[config.mk]
export PLATFORM = sky130hd
export DESIGN_NAME = muldiv_sequencer
export DESIGN_NICKNAME = d
export VERILOG_FILES = /design/src/rtl/riscv_m_pkg.sv /design/src/rtl/muldiv_iter_step.sv /design/src/rtl/muldiv_sequencer.sv
export SDC_FILE = /design/constraint.sdc
export NUM_CORES = 1
export LEC_CHECK = 0
export ABC_AREA = 1
export CORE_MARGIN = 3
export CORE_UTILIZATION = 40
export CTS_CLUSTER_SIZE = 16
export DETAILED_ROUTE_END_ITERATION = 10
export GPL_TIMING_DRIVEN = 1
export PLACE_DENSITY = 0.59
export SLEW_MARGIN = 0
export SYNTH_ARGS = -nofsm -noshare
export SYNTH_HDL_FRONTEND = slang
export SYNTH_SLANG_ARGS = --single-unit
[constraint.sdc]
create_clock -name clk -period 4.9 [get_ports clk]
set_clock_uncertainty 0.15 [all_clocks]
set_input_delay 0.49 -clock clk [delete_from_list [all_inputs] [get_ports clk]]
set_output_delay 0.49 -clock clk [all_outputs]
set_load 0.05 [all_outputs]
[src/rtl/riscv_m_pkg.sv]
// Shared RV32M definitions: operand width, funct3/funct7 codes and the
// multiply/divide sequencer state encoding.
package riscv_m_pkg;

    localparam int XLEN_DEF = 32;

    localparam logic [2:0] F3_MUL    = 3'b000;
    localparam logic [2:0] F3_MULH   = 3'b001;
    localparam logic [2:0] F3_MULHSU = 3'b010;
    localparam logic [2:0] F3_MULHU  = 3'b011;
    localparam logic [2:0] F3_DIV    = 3'b100;
    localparam logic [2:0] F3_DIVU   = 3'b101;
    localparam logic [2:0] F3_REM    = 3'b110;
    localparam logic [2:0] F3_REMU   = 3'b111;

    localparam logic [6:0] FUNCT7_M  = 7'b0000001;

    typedef enum logic [1:0] {
        IDLE = 2'b00,
        CALC = 2'b01,
        FIX  = 2'b10,
        DONE = 2'b11
    } md_state_e;

endpackage

[src/rtl/muldiv_iter_step.sv]
// One radix-2 iteration: shift-add multiply step or restoring divide step
// on the double-width {hi,lo} accumulator.
module muldiv_iter_step #(
    parameter int XLEN = 32
) (
    input  logic                is_div,
    input  logic [2*XLEN-1:0]   acc,
    input  logic [XLEN-1:0]     operand,
    output logic [2*XLEN-1:0]   acc_next
);

    logic [XLEN:0]      sum_s;
    logic [XLEN+1:0]    diff_s;
    logic [2*XLEN-1:0]  shl_s;

    // single-step datapath; the bit shifted out of rem takes part in the trial subtract
    always_comb begin
        sum_s    = {1'b0, acc[2*XLEN-1:XLEN]} + {1'b0, operand};
        shl_s    = {acc[2*XLEN-2:0], 1'b0};
        diff_s   = {1'b0, acc[2*XLEN-1], shl_s[2*XLEN-1:XLEN]} - {2'b00, operand};
        acc_next = '0;
        if (is_div) begin
            if (!diff_s[XLEN+1]) begin
                acc_next = {diff_s[XLEN-1:0], shl_s[XLEN-1:1], 1'b1};
            end else begin
                acc_next = shl_s;
            end
        end else begin
            if (acc[0]) begin
                acc_next = {sum_s, acc[XLEN-1:1]};
            end else begin
                acc_next = {1'b0, acc[2*XLEN-1:1]};
            end
        end
    end

endmodule

[src/rtl/muldiv_sequencer.sv]
// Iterative RV32M multiply/divide unit: start decode with special-case
// bypass, XLEN radix-2 iterations, one sign fix-up cycle, one-cycle done pulse.
module muldiv_sequencer
    import riscv_m_pkg::*;
#(
    parameter int XLEN  = XLEN_DEF,
    parameter int CNT_W = $clog2(XLEN)
) (
    input  logic             clk,
    input  logic             reset,
    input  logic             start_i,
    input  logic [2:0]       funct3_i,
    input  logic [XLEN-1:0]  rs1_data_i,
    input  logic [XLEN-1:0]  rs2_data_i,
    output logic             busy_o,
    output logic             done_o,
    output logic [XLEN-1:0]  result_o
);

    localparam logic [XLEN-1:0] MIN_NEG = {1'b1, {(XLEN-1){1'b0}}};

    md_state_e          state_r, state_nxt_s;
    logic [2:0]         f3_r;
    logic [2*XLEN-1:0]  acc_r, acc_nxt_s, prod_s;
    logic [XLEN-1:0]    opnd_r, result_r;
    logic [CNT_W-1:0]   cnt_r;
    logic               neg_r, busy_r, done_r;

    logic               is_div_in_s, a_signed_s, b_signed_s, sign_a_s, sign_b_s;
    logic               b_zero_s, ovf_s, special_s, accept_s;
    logic [XLEN-1:0]    abs_a_s, abs_b_s, special_val_s, fix_val_s, lo_s, hi_s;

    // request decode: operand signs, magnitudes and the divide special cases
    always_comb begin
        is_div_in_s = funct3_i[2];
        a_signed_s  = (funct3_i == F3_MULH) || (funct3_i == F3_MULHSU) ||
                      (funct3_i == F3_DIV)  || (funct3_i == F3_REM);
        b_signed_s  = (funct3_i == F3_MULH) || (funct3_i == F3_DIV) || (funct3_i == F3_REM);
        sign_a_s    = a_signed_s & rs1_data_i[XLEN-1];
        sign_b_s    = b_signed_s & rs2_data_i[XLEN-1];
        abs_a_s     = sign_a_s ? -rs1_data_i : rs1_data_i;
        abs_b_s     = sign_b_s ? -rs2_data_i : rs2_data_i;
        b_zero_s    = (rs2_data_i == '0);
        ovf_s       = b_signed_s & (rs1_data_i == MIN_NEG) & (rs2_data_i == '1);
        special_s   = is_div_in_s & (b_zero_s | ovf_s);
        accept_s    = start_i & ((state_r == IDLE) | (state_r == DONE));
        if (b_zero_s) begin
            special_val_s = funct3_i[1] ? rs1_data_i : '1;
        end else begin
            special_val_s = funct3_i[1] ? '0 : MIN_NEG;
        end
    end

    muldiv_iter_step #(.XLEN(XLEN)) u_step (
        .is_div   (f3_r[2]),
        .acc      (acc_r),
        .operand  (opnd_r),
        .acc_next (acc_nxt_s)
    );

    // sign fix-up and result selection used in the FIX cycle
    always_comb begin
        prod_s = neg_r ? -acc_r : acc_r;
        lo_s   = neg_r ? -acc_r[XLEN-1:0] : acc_r[XLEN-1:0];
        hi_s   = neg_r ? -acc_r[2*XLEN-1:XLEN] : acc_r[2*XLEN-1:XLEN];
        case (f3_r)
            F3_MUL:                        fix_val_s = prod_s[XLEN-1:0];
            F3_MULH, F3_MULHSU, F3_MULHU:  fix_val_s = prod_s[2*XLEN-1:XLEN];
            F3_DIV, F3_DIVU:               fix_val_s = lo_s;
            default:                       fix_val_s = hi_s;
        endcase
    end

    // next-state logic
    always_comb begin
        state_nxt_s = state_r;
        case (state_r)
            IDLE, DONE: begin
                if (start_i) begin
                    state_nxt_s = special_s ? DONE : CALC;
                end else begin
                    state_nxt_s = IDLE;
                end
            end
            CALC: begin
                if (cnt_r == '0) begin
                    state_nxt_s = FIX;
                end else begin
                    state_nxt_s = CALC;
                end
            end
            FIX:     state_nxt_s = DONE;
            default: state_nxt_s = IDLE;
        endcase
    end

    // state register
    always_ff @(posedge clk or posedge reset) begin
        if (reset) begin
            state_r <= IDLE;
        end else begin
            state_r <= state_nxt_s;
        end
    end

    // operand latch, iteration accumulator, counter and registered outputs
    always_ff @(posedge clk or posedge reset) begin
        if (reset) begin
            f3_r     <= 3'b000;
            acc_r    <= '0;
            opnd_r   <= '0;
            cnt_r    <= '0;
            neg_r    <= 1'b0;
            result_r <= '0;
            busy_r   <= 1'b0;
            done_r   <= 1'b0;
        end else begin
            done_r <= 1'b0;
            if (accept_s) begin
                f3_r   <= funct3_i;
                cnt_r  <= CNT_W'(XLEN - 1);
                acc_r  <= {{XLEN{1'b0}}, (is_div_in_s ? abs_a_s : abs_b_s)};
                opnd_r <= is_div_in_s ? abs_b_s : abs_a_s;
                // remainder follows the dividend; everything else follows the sign product
                neg_r  <= (is_div_in_s & funct3_i[1]) ? sign_a_s : (sign_a_s ^ sign_b_s);
                if (special_s) begin
                    result_r <= special_val_s;
                    done_r   <= 1'b1;
                    busy_r   <= 1'b0;
                end else begin
                    busy_r   <= 1'b1;
                end
            end else if (state_r == CALC) begin
                acc_r <= acc_nxt_s;
                cnt_r <= cnt_r - CNT_W'(1);
            end else if (state_r == FIX) begin
                result_r <= fix_val_s;
                done_r   <= 1'b1;
                busy_r   <= 1'b0;
            end
        end
    end

    assign busy_o   = busy_r | ((state_r == IDLE) & start_i & ~special_s);
    assign done_o   = done_r;
    assign result_o = result_r;

endmodule

==> impl_metrics.toml <==
[run_status]
status = "finished clean"

[logic_synthesis]
synth_edf_count = 0
yosysWarnings = 0
synth_flop_cell = "dfrtp_1"
yosysUniqueCellTypes = 52
synth_top_area_share_pct = 22.0
avgSynthCellArea_sq_um = 5.66
syn_nets = 3205
postSynthCellCount = 3060
ys_ff_latch = 141
synth_area_sq_um = 17300
synthArstFlopShare_pct = 100
seq_area_frac_synth_pct = 20.4
yosysTopAreaCell = "nand2_1"
synth.area.top_cells = "nand2_1, dfrtp_1, nand3_1"

[place]
gp_congestion = 1.04
place_hpwl_mm = 72.6
dpl.cell_count = 3676
io_buffer_count = 103
placedInstanceArea_sq_um = 19000

[layout]
design_area_sq_um = 19600
layout_commonest_cell = "nand2_1"
drive_gt1_share_pct = 4.47
area_growth_pct = 13.3
final_cell_count_no_fill = 3708
final_cell_mix = "nand2_1, nor2_1, inv_1"
diodes = 0
layout.nets = 3263

[clocking]
clkTransAtPathRegs_ns = 0.07
cts_sinks = 141
cts-root-buf = "clkbuf_16"
numCtsBuffers = 17
cts_tree = "done"
clock_path_buffers = 2
cts_max_level = 4
holdBufCountCts = 0
ctsResizeCount = 0
postCtsSetupBuffers = 0
clk_latency_ns = 0.50

[timing]
hold_viol_final = 0
setup_viol = 0
holdWs_ns = 0.318
fin_crit_sh_pct = 80.1
slew_headroom_pct = 24.2
setup_tns_ns = 0
max_freq_mhz = 255
grt_setup_unrepaired = "false"
worst_slew_pin_slew_ns = 1.13
fin_crit_ns = 3.92
slew_viol_final = 0

[critical_path]
slowest_delay_ns = 0.70
critPathSlowestCell = "clkdlybuf4s50_1"
required_ns = 4.26
crit_family = "buffers and inverters"
startpoint_type = "input pin"
path_class = "input pin to primary output"
crit_buf_inv = 3
crit_top_cell = "nand3_1"
arrival_ns = 3.28
cp_max_fo = 7
critical_path.endpoint_type = "primary output"
path_cells = "clkdlybuf4s50_1, inv_1, ha_1, nand3_1, nor2_2, nand3_1, nor2_1, nand3_1, nand2_1, nand2_2, nand3_1, nand2_1, clkdlybuf4s50_1"

[floorplan]
dieArea_sq_um = 45800
initial_core_util_pct = 40.9
core_area_sq_um = 42300
die_height_um = 214
io_pins = 104
fp.dieW_um = 214
rows = 75

[drt]
wl_mm = 89.3
num_vias = 21852
first_pass_iters = 6
first_iter_violations = 2874
drc = 0
routedWlPerCell_um = 24.1
viasPerCell = 5.89
ant_nets = 0

[power_and_ir_drop]
power_leakage_nw = 9.74
p_per_area_nw_per_um2 = 786
peakVddDrop_mv = 0.368

[global_route]
grt_pass1_vias = 19867
grt_max_degree = 71
grt_overflow_total = 0
antenna_found_initial = 1
grt_pass1_wl_mm = 131
grt_usage_pct = 38.1

[run]
maxCapViolCount = 0

[min_path]
hold_path.class = "input pin to asynchronous set/reset pin"
==> synth_stat cells (4+ instances only) <==
cell         n
and2_1       6
a22oi_1     11
a21oi_2     14
nor2_2       7
dfrtp_1    141
o221ai_1     4
inv_2        6
o21bai_1    11
o211ai_1    45
nand4_1     46
a32oi_1      6
buf_6        4
nand3b_1    13
a31oi_1     13
ha_1        73
or2_2       13
o21ai_1     13
nor4_1       5
inv_1      340
o21ai_0    157
o22ai_1      7
nor2_1     377
buf_4        6
nand3_1    293
buf_2       17
xnor2_1     15
nand2_2      5
a21oi_1    198
xor2_1      66
buf_1        8
clkbuf_1    68
nor3_1      21
nand2_1   1017
==> final cells by class <==
cell class	instances	area (sq um)
clock buffer	17	425
clock inverter	15	224
fill	4648	22700
inverter	350	1320
multi-input combinational	2466	12100
sequential	141	3530
tap	577	722
timing repair buffer	142	1340
==> metal layers <==
| metal | wire length [um] | share of wire (%) | track usage, % |
|---|---|---|---|
| met5 | 12 | 0.013 | 0 |
| met4 | 4330 | 4.8 | 16.5 |
| met3 | 8400 | 9.4 | 7.35 |
| met2 | 37300 | 42 | 56.7 |
| met1 | 39300 | 44 | 53.8 |
==> state kept, by name, indices dropped and copies added, names as in the netlist <==
register	count
acc_r	64
busy_r	1
cnt_r	5
done_o	1
f3_r	3
neg_r	1
opnd_r	32
result_o	32
state_r	2
==> per-stage QoR <==
step / worst slack [ns] / total power [mW] / util, %
after floorplan: 0.479 / 9.62 / -
after global placement: 1.02 / 13.4 / 44.8
after detailed placement: 0.997 / 13.5 / 44.8
after CTS: 0.984 / 15.1 / 46.4
after global routing: 0.841 / 16.5 / 46.4
final: 0.977 / 15.4 / 46.4
==> worst reg2reg max path: stages (launching register included) <==
cell and delay (ns):
dfrtp_1 0.63, ha_1 0.38, a21oi_1 0.30, o21ai_0 0.24, a21oi_1 0.22, nand3_2 0.24
nand2_2 0.24, nand2_4 0.24, nor2_4 0.53, nand2_1 0.23, nand3_1 0.14, nand2_1 0.05
==> kinds of logic after synthesis <==
group | Yosys count | share of synthesized area [%]
DFF | 141 | 20.4
adders and majority gates | 75 | 5.51
buffers and inverters | 453 | 10.3
xor gates and xnor gates | 81 | 4.10
AOI/OAI and AO/OA | 495 | 16.3
and+or+nand+nor | 1815 | 43.5
==> report_power, final <==
group	switching, mW	total (mW)	internal [mW]
Sequential	0.913	2.60	1.69
Clock	0.697	1.53	0.834
Combinational	8.00	11.3	3.29
==> worst paths after layout <==
| kind | from | to | slack (ns) | cells after the start |
|---|---|---|---|---|
| setup reg to reg | acc_r[47] | acc_r[44] | 1.21 | 11 |
| max in group asynchronous | reset | opnd_r[9] | 3.38 | 3 |
| hold / removal | reset | result_o[16] | 0.32 | 2 |
| min in group clk | result_o[7] | result_o[7] | 0.34 | 2 |
| hold reg to reg | result_o[7] | result_o[7] | 0.34 | 2 |
| setup / recovery | rs1_data_i[0] | busy_o | 0.98 | 13 |
No activity file was read; power rests on OpenSTA's default activity.
